--- src/rtl/fifo_queue_pkg.sv ---
// Shared helpers for the fifo_queue block.
package fifo_queue_pkg;

    // Index width for an N-entry array, never narrower than one bit.
    function automatic int clog2_min1(input int n);
        return (n <= 1) ? 1 : $clog2(n);
    endfunction

endpackage

--- src/rtl/fifo_queue.sv ---
// Show-ahead FIFO holding initiator IDs per switch target.
// The head entry is presented on o whenever the queue is non-empty.
module fifo_queue
    import fifo_queue_pkg::*;
#(
    parameter int W = 8,
    parameter int N = 16
) (
    input  logic         clk,
    input  logic         rst,
    input  logic         clk_en,
    input  logic         i_valid,
    output logic         i_ready,
    input  logic [W-1:0] i,
    output logic         o_valid,
    input  logic         o_ready,
    output logic [W-1:0] o
);

    localparam int PW = clog2_min1(N);
    localparam int CW = $clog2(N + 1);

    logic [W-1:0]  mem [N];
    logic [PW-1:0] rd;
    logic [PW-1:0] wr;
    logic [CW-1:0] cnt;
    logic          push;
    logic          pop;

    // Pointer advance with wrap at N-1, so N need not be a power of two.
    function automatic logic [PW-1:0] ptr_inc(input logic [PW-1:0] p);
        return (p == PW'(N - 1)) ? '0 : p + 1'b1;
    endfunction

    // Flags and head data depend on state only, never on the handshake inputs.
    always_comb begin
        i_ready = (cnt != CW'(N));
        o_valid = (cnt != '0);
        o       = o_valid ? mem[rd] : '0;
        push    = i_valid & i_ready & clk_en;
        pop     = o_valid & o_ready & clk_en;
    end

    // Storage is written only on an accepted push and is not cleared by reset.
    always_ff @(posedge clk) begin
        if (push) mem[wr] <= i;
    end

    // Pointers and occupancy; reset empties the queue and discards contents.
    always_ff @(posedge clk or negedge rst) begin
        if (!rst) begin
            rd  <= '0;
            wr  <= '0;
            cnt <= '0;
        end else begin
            if (push) wr <= ptr_inc(wr);
            if (pop)  rd <= ptr_inc(rd);
            case ({push, pop})
                2'b10:   cnt <= cnt + 1'b1;
                2'b01:   cnt <= cnt - 1'b1;
                default: cnt <= cnt;
            endcase
        end
    end

endmodule

--- config.mk ---
export PLATFORM = sky130hd
export DESIGN_NAME = fifo_queue
export DESIGN_NICKNAME = d
export VERILOG_FILES = /design/src/rtl/fifo_queue_pkg.sv /design/src/rtl/fifo_queue.sv
export SDC_FILE = /design/constraint.sdc
export NUM_CORES = 1
export LEC_CHECK = 0
export ABC_AREA = 1
export CORE_ASPECT_RATIO = 0.8
export CORE_MARGIN = 1
export CORE_UTILIZATION = 40
export CTS_BUF_LIST = sky130_fd_sc_hd__clkbuf_4 sky130_fd_sc_hd__clkbuf_8
export DETAILED_ROUTE_END_ITERATION = 7
export PLACE_DENSITY = 0.62
export REMOVE_ABC_BUFFERS = 1
export SYNTH_ARGS = -nofsm -noshare
export SYNTH_HDL_FRONTEND = slang
export SYNTH_SLANG_ARGS = --single-unit
--- constraint.sdc ---
create_clock -name clk -period 1.9 [get_ports clk]
set_clock_uncertainty 0.1 [all_clocks]
set_input_delay 0.38 -clock clk [delete_from_list [all_inputs] [get_ports clk]]
set_output_delay 0.38 -clock clk [all_outputs]
set_load 0.02 [all_outputs]
**Word level (Yosys, flattened, before mapping)**

Memories as Yosys holds them, arrays and structs flattened.
Cells that the tools add are included.

- Register bits after elaboration: 13
- Memory bits (writable): 128
- Output and inout port bits: 10
- Logic and storage cells: 25
- Memories kept: 1

- Add/sub/neg operators: 4
- Equal/unequal tests: 5
- Multiplexer cells: 6
- Bitwise operators: 4
- Reductions and logical operators: 2

Memory list:

| name | words | width | read ports | clocked after Yosys merged registers in | wr ports | line | text |
|---|---|---|---|---|---|---|---|
| mem | 16 | 8 | 1 | 0 | 1 | fifo_queue.sv:23 | `logic [W-1:0] mem [N];` |

Operators by type and width:

| operator | count |
|---|---|
| $pmux W5 S2 | 1 |
| $add A4 B1 Y4 const B | 2 |
| $eq A4 B4 Y1 const B | 2 |
| $mux W4 | 2 |
| $mux W8 | 1 |
| $add A5 B1 Y5 const B | 1 |
| $ne A5 B5 Y1 const B | 1 |
| $reduce_bool A5 Y1 | 1 |
| $sub A5 B1 Y5 const B | 1 |
| $and A1 B1 Y1 | 4 |
| $eq A2 B1 Y1 const B | 1 |
| $eq A2 B2 Y1 const B | 1 |
| $mux W1 | 2 |
| $reduce_bool A2 Y1 | 1 |

**Logic depth before layout (Yosys ltp)**

Gate-level depths: netlist (run 1).

- Word-level depth: 5
- Gate-level depth with buffers: 16
- Gate-level depth less buffers: 16

**Worst setup path before layout (run 1)**

OpenSTA, ideal clock, no wires.

- Kind: register -> register
- From: register cnt[1]
- To: register cnt[4]
- Setup time: 0.117 ns
- Arrival time: 1.980 ns
- Data required time: 1.683 ns
- Setup slack: -0.298 ns
- Stages on the path, launching flop included: 17
- Path buffers: 0
- Path through: dfrtp_1 nor2_4 nand4_4 nand3_2 inv_2 ha_1 nand2_1 inv_1 nor2_1 ha_1 inv_1 nand2_1 nand3_1 nand2_1 nand2_1 nand3_1 nand2_1

- Longest elaborated chain between the ends: 5

Ends and longest elaborated chain:

| what | line | text |
|---|---|---|
| start, declared | fifo_queue.sv:26 | `logic [CW-1:0] cnt;` |
| start signal, assigned | fifo_queue.sv:59 | `2'b10: cnt <= cnt + 1'b1;` |
| start signal, assigned | fifo_queue.sv:60 | `2'b01: cnt <= cnt - 1'b1;` |
| start signal, assigned | fifo_queue.sv:61 | `default: cnt <= cnt;` |
| $reduce_bool A5 Y1 * | fifo_queue.sv:38 | `o_valid = (cnt != '0);` |
| via o_valid | fifo_queue.sv:15 | `output logic o_valid,` |
| $and A1 B1 Y1 * (2 in a row) | fifo_queue.sv:41 | `pop = o_valid & o_ready & clk_en;` |
| via pop | fifo_queue.sv:28 | `logic pop;` |
| $eq A2 B1 Y1 / $eq A2 B2 Y1 (equally long branches) | fifo_queue.sv:58 | `case ({push, pop})` |
| $pmux W5 S2 / $reduce_bool A2 Y1 (equally long branches) | -- |  |

The timed path passes the listed nets; every way through them passes the cells marked *.
A chain may end at the register's enable or synchronous reset.

**Worst setup path in the final report (run 1)**

- From: register rd[0]
- To: output port o[2]

- Longest elaborated chain between the ends: 2

Ends and longest elaborated chain:

| what | line | text |
|---|---|---|
| start, declared | fifo_queue.sv:24 | `logic [PW-1:0] rd;` |
| start signal, assigned | fifo_queue.sv:57 | `if (pop) rd <= ptr_inc(rd);` |
| $mem_v2 Z16 W8 | -- |  |
| $mux W8 | fifo_queue.sv:39 | `o = o_valid ? mem[rd] : '0;` |
| end, declared | fifo_queue.sv:17 | `output logic [W-1:0] o` |

No other way between the ends.

==> results.yml, run 1 <==
run_status:
  status: "finished with violations"
  violations: "negative setup slack"
layout:
  final_cell_mix: "182 x nand2_1, 128 x edfxtp_1, 47 x buf_4"
  area_delta_synth_final_pct: 39.7
  final_common_cell: "nand2_1"
  n_antenna_cell: 0
  nNetsFinal: 698
  drive_gt1_share_pct: 38.7
clock_tree:
  numCtsBuffers: 17
  cts_root_buf: "clkbuf_8"
  path_clk_slew_ns: 0.08
  clock_path_buffers: 2
  postCtsHoldBufs: 0
  h-tree-depth: 4
  cts_tree: "done"
  clock_latency_ns: 0.45
  cts_sinks: 141
setup_path:
  reg2regPathDepth: 17
  path_delay_family: "buffers and inverters"
  crit_fanout: 11
  cp.arrival_ns: 1.95
  r2r_start: "cnt[1]"
  worstPathCellList: "buf_6, buf_12, clkbuf_16, a21oi_1, a21oi_1, a21oi_2, nor2_2, buf_4"
  cp_common_cell: "a21oi_1"
  cp-end-kind: "primary output"
  critical_path_buf_inv_count: 4
  r2r_end: "cnt[4]"
  critical-path-max-stage-delay_ns: 0.40
  r2r_slack_ns: -0.36
  slowest_stage: "dfrtp_2"
  cp-start-kind: "flip-flop"
  path_class: "flip-flop to primary output"
  required_ns: 1.42
logic_synthesis:
  syn-cell-area_um2: 6150
  yosysUniqueCellTypes: 26
  syn_inst: 559
  synth_fa_ha_area_share_pct: 1.63
  yosys.area_share.simple_pct: 20.7
  yosys_warnings: 0
  synthMuxAreaShare_pct: 0
  avgSynthCellArea_um2: 11.0
  synth_compound_area_share_pct: 4.86
  synth-xor-area-share_pct: 0.427
  synth_top_family_by_area: "simple AND/OR/NAND/NOR gates"
  ys_seq_area_share_pct: 67.8
  ys_ff_latch: 141
die:
  placementRows: 40
  dieHeight_um: 113
  floorplan.initialDensity_pct: 41.0
  fp.dieW_um: 141
  core_area_um2: 15000
  ioPinCount: 23
  dieArea_um2: 15900
sta:
  fin_crit_sh_pct: 128
  fin_crit_ns: 2.43
  hold_viol: 0
  fin_ws_ns: -0.528
  relSlewSlack_pct: 51.3
  rsz0062_at_grt: "yes"
  fmax_ghz: 0.412
  setup_violations: 144
  tightest_slew_ns: 0.728
  fin_tns_setup_ns: -24.23
  drv_slew: 0
routing:
  drtIter0Drc: 350
  num_vias: 4575
  ant_nets: 0
  wl_per_cell_um: 18.3
  viasPerCell: 5.20
  finalWirelength_um: 16100
  drc: 0
  dr.pass1.iters: 7
placed_design:
  dpl.hpwl_um: 9930
  globalplace.congestion: 0.874
  dpl_worst_slack_ns: -0.538
  io_buffers: 22
global_route:
  grt.overflow.total: 0
  grt_usage_pct: 20.4
  grt_antenna_before_repair: 0
  grt_pass1_wl_um: 23700
  grt_pass1_vias: 4355
  grt_max_degree: 27
min_path:
  hold_class: "primary input to asynchronous set/reset pin"
power_and_ir_drop:
  powerDensity_nw_per_um2: 1500
  peakVddDrop_uv: 928
  p_leak_nw: 3.38
flow_run:
  max-cap-violations: 0
-- final cells by class --
type,count,area (µm²)
fill,1180,6420
clock inverter,15,165
multi-input combinational,369,2270
inverter,28,135
timing repair buffer,120,1380
tap,189,236
clock buffer,17,234
sequential,141,4170
-- routing by layer --
layer	share of wire, %	global-route usage [%]
met5	0	0
met4	0.84	4.64
met3	5.9	5.54
met2	48	32.7
met1	45	27.7
-- what timing repair did --
item | CTS | global route
endpoints found under the setup margin | 14 | 135
gates resized for setup | 97 | 168
cloned | 2 | 7
pin swaps | 10 | 45
endpoints found under the hold margin | 0 | 0
buffers inserted | 10 | 15
-- synthesized netlist by cell type (all sizes together) --
| library cell | n | share of area [%] |
|---|---|---|
| nand2 | 213 | 13 |
| edfxtp | 128 | 62 |
| nand3 | 54 | 4.7 |
| a21oi | 41 | 3.4 |
| nor2 | 29 | 2.2 |
| inv | 28 | 1.8 |
| buf | 21 | 2.8 |
| o21ai | 18 | 1.5 |
| dfrtp | 13 | 5.3 |
| ha | 8 | 1.6 |
| nand4 | 3 | 0.65 |
| xor2 | 2 | 0.28 |
| xnor2 | 1 | 0.14 |
-- through the flow --
step / power [W] / area [µm²] / utilization (%) / cells / hold slack, ns
after floorplan: 0.00621 / 5980 / - / 538 / -0.0156
after global placement: 0.00823 / 7050 / 46.9 / 819 / 0.461
after detailed placement: 0.00832 / 7050 / 46.9 / 819 / 0.466
after CTS: 0.0113 / 7720 / 51.4 / 861 / 0.117
after global routing: 0.0135 / 8590 / 57.2 / 879 / 0.126
final: 0.0129 / 8590 / 57.2 / 879 / 0.136
-- cells by family after synthesis --
group	after synthesis
AOI/OAI and AO/OA	59
xor gates and xnor gates	3
adders and majority gates	8
buffers and inverters	49
DFF	141
and+or+nand+nor	299
-- worst max path at each step --
stage | from | endpoint | slack (ns) | cells past startpoint
2_1_floorplan | rd[0] | o[0] | -1.18 | 7
3_3_place_gp | rd[0] | o[3] | -0.52 | 7
3_5_place_dp | rd[0] | o[3] | -0.54 | 7
4_1_cts | rd[0] | o[4] | -0.53 | 8
5_1_grt | rd[0] | o[2] | -0.62 | 8
6_report | rd[0] | o[2] | -0.53 | 8
-- state kept, by name, indices dropped and copies added, names as in the netlist --
name,cells
cnt,5
wr,4
mem,128
rd,4
-- power breakdown --
part           total (W)  internal, W  switching, W  leakage, nW
clock network    0.00241      0.00118       0.00123        0.190
logic            0.00664      0.00300       0.00364         1.88
registers        0.00381      0.00363      0.000183         1.31
(Power assumes the default switching activity.)
==> run 2: changes to the inputs <==
- PLACE_DENSITY: 0.62 -> 0.6
- clock period: 1.9 -> 2.9 ns (I/O delays scaled with it)
==> run 2 against run 1 <==
Against the previous run: the run now ends clean; register-to-register slack improved by 0.76 ns; via count decreased by 9.3%; first-iteration DRC count increased by 36%; global-route usage decreased by 0.91 points; critical endpoint unchanged; critical path type unchanged.
==> results.yml, run 2 (synthesized netlist as in run 1, its figures left out) <==
setup_path:
  slowest_stage: "dfrtp_2"
  path_class: "flip-flop to primary output"
  cp-startpoint: "rd[0]"
  worstPathCellList: "inv_4, buf_12, nand2_1, nand3_1, nand3_1, nand3_1, nand2_1, nor2_1, dlygate4sd2_1"
  cp.arrival_ns: 2.10
  cp-start-kind: "flip-flop"
  crit_fanout: 16
  critical-path-max-stage-delay_ns: 0.45
  critical_path_buf_inv_count: 3
  cp-end-kind: "primary output"
  r2r_start: "cnt[3]"
  cp_common_cell: "nand3_1"
  required_ns: 2.22
  path_delay_family: "buffers and inverters"
clock_tree:
  clock_latency_ns: 0.44
  cts_tree: "done"
  path_clk_slew_ns: 0.09
  clock_path_buffers: 2
  numCtsBuffers: 17
  postCtsHoldBufs: 0
  cts_root_buf: "clkbuf_8"
  cts_sinks: 141
  h-tree-depth: 4
layout:
  drive_gt1_share_pct: 14.1
  n_antenna_cell: 0
  top_register: "mem"
  largest_reg_flops: 128
  final_cells: 812
  final_common_cell: "nand2_1"
  nNetsFinal: 631
  area_delta_synth_final_pct: 15.7
  final_area_um2: 7120
  final_cell_mix: "208 x nand2_1, 128 x edfxtp_1, 52 x nand3_1"
  reg_top3: "mem (128), cnt (5)"
  fillers: 1357
die:
  core_area_um2: 15000
  dieHeight_um: 113
  dieArea_um2: 15900
  floorplan.initialDensity_pct: 41.0
  fp.dieW_um: 141
  ioPinCount: 23
  placementRows: 40
routing:
  finalWirelength_um: 14400
  num_vias: 4148
  drtIter0Drc: 475
  viasPerCell: 5.11
  wl_per_cell_um: 17.7
  dr.pass1.iters: 5
  drc: 0
  ant_nets: 0
run_status:
  status: "finished clean"
placed_design:
  placed_cells: 775
  io_buffers: 22
  place_area_um2: 6670
  globalplace.congestion: 0.782
  dpl.hpwl_um: 9270
sta:
  drv_slew: 0
  fin_tns_setup_ns: 0
  fin_crit_sh_pct: 95.8
  hold_viol: 0
  tightest_slew_ns: 0.775
  setup_violations: 0
  fin_crit_ns: 2.78
  rsz0062_at_grt: "no"
  relSlewSlack_pct: 48.2
  fmax_ghz: 0.360
flow_run:
  max-cap-violations: 0
global_route:
  grt_antenna_before_repair: 0
  grt_pass1_vias: 4048
  grt.overflow.total: 0
  grt_usage_pct: 19.5
  grt_pass1_wl_um: 22900
  grt_max_degree: 43
power_and_ir_drop:
  powerDensity_nw_per_um2: 939
  total_power_w: 0.00668
  peakVddDrop_uv: 414
  p_leak_nw: 2.83
min_path:
  hold_class: "primary input to asynchronous set/reset pin"
## run 2: changes by cell type in the layout (fill, tap and decap cells not counted), sizes merged
cell           before  now
clkdlybuf4s15       0    1
buf               101   31
inv                30   28
clkdlybuf4s50      12   14
clkbuf             24   21
clkinv              7    8
bufinv              2    3
dlygate4sd2         0    3
## run 2: final cells by class
type                            count  area (µm²)  area share, %
Inverter                           28         119           1.67
Tap cell                          189         236           3.32
Timing Repair Buffer               53         487           6.84
Clock buffer                       17         234           3.29
Multi-Input combinational cell    369        1700           23.9
Sequential cell                   141        4170           58.6
Clock inverter                     15         171           2.41
## run 2: metrics by stage
| stage | util [%] | worst slack [ns] | hold WS (ns) |
|---|---|---|---|
| 6_report | 47.4 | 0.123 | 0.436 |
| 5_1_grt | 47.4 | 0.0158 | 0.481 |
| 4_1_cts | 47.5 | 0.0675 | 0.438 |
| 3_5_place_dp | 44.4 | 0.0379 | 0.421 |
| 3_3_place_gp | 44.4 | 0.144 | 0.395 |
| 2_1_floorplan | - | -0.382 | 0.184 |
## run 2: repair_timing
action,4_1_cts,5_1_grt
gates cloned,0,0
pin swaps,1,0
hold endpoints to repair,0,0
gates resized for setup,13,9
endpoints found under the setup margin,8,5
setup buffers,5,0
## run 2: worst paths after layout
| kind | to | slack, ns | cells past startpoint |
|---|---|---|---|
| worst max-delay path | o[2] | 0.12 | 9 |
| worst min-delay path | wr[0] | 0.44 | 1 |
| worst max register to register | cnt[4] | 0.40 | 16 |
| worst min register to register | cnt[3] | 0.44 | 2 |
| max in group asynchronous | rd[0] | 1.81 | 1 |
| min in group clk | cnt[3] | 0.44 | 2 |
## run 2: where the power goes
| group | internal (W) | total (W) | leakage [nW] | switching, W |
|---|---|---|---|---|
| clock network | 0.000847 | 0.00163 | 0.199 | 0.000783 |
| registers | 0.00238 | 0.00252 | 1.31 | 0.000139 |
| logic | 0.000876 | 0.00254 | 1.32 | 0.00166 |
## run 2: metal layers
metal | global-route usage, % | up-vias | wire length (µm)
met5 | 0 | - | 0
met4 | 5.22 | 0 | 80
met3 | 3.72 | 10 | 721
met2 | 30.3 | 108 | 6700
met1 | 28.0 | 2024 | 6870
li1 | - | 2006 | -
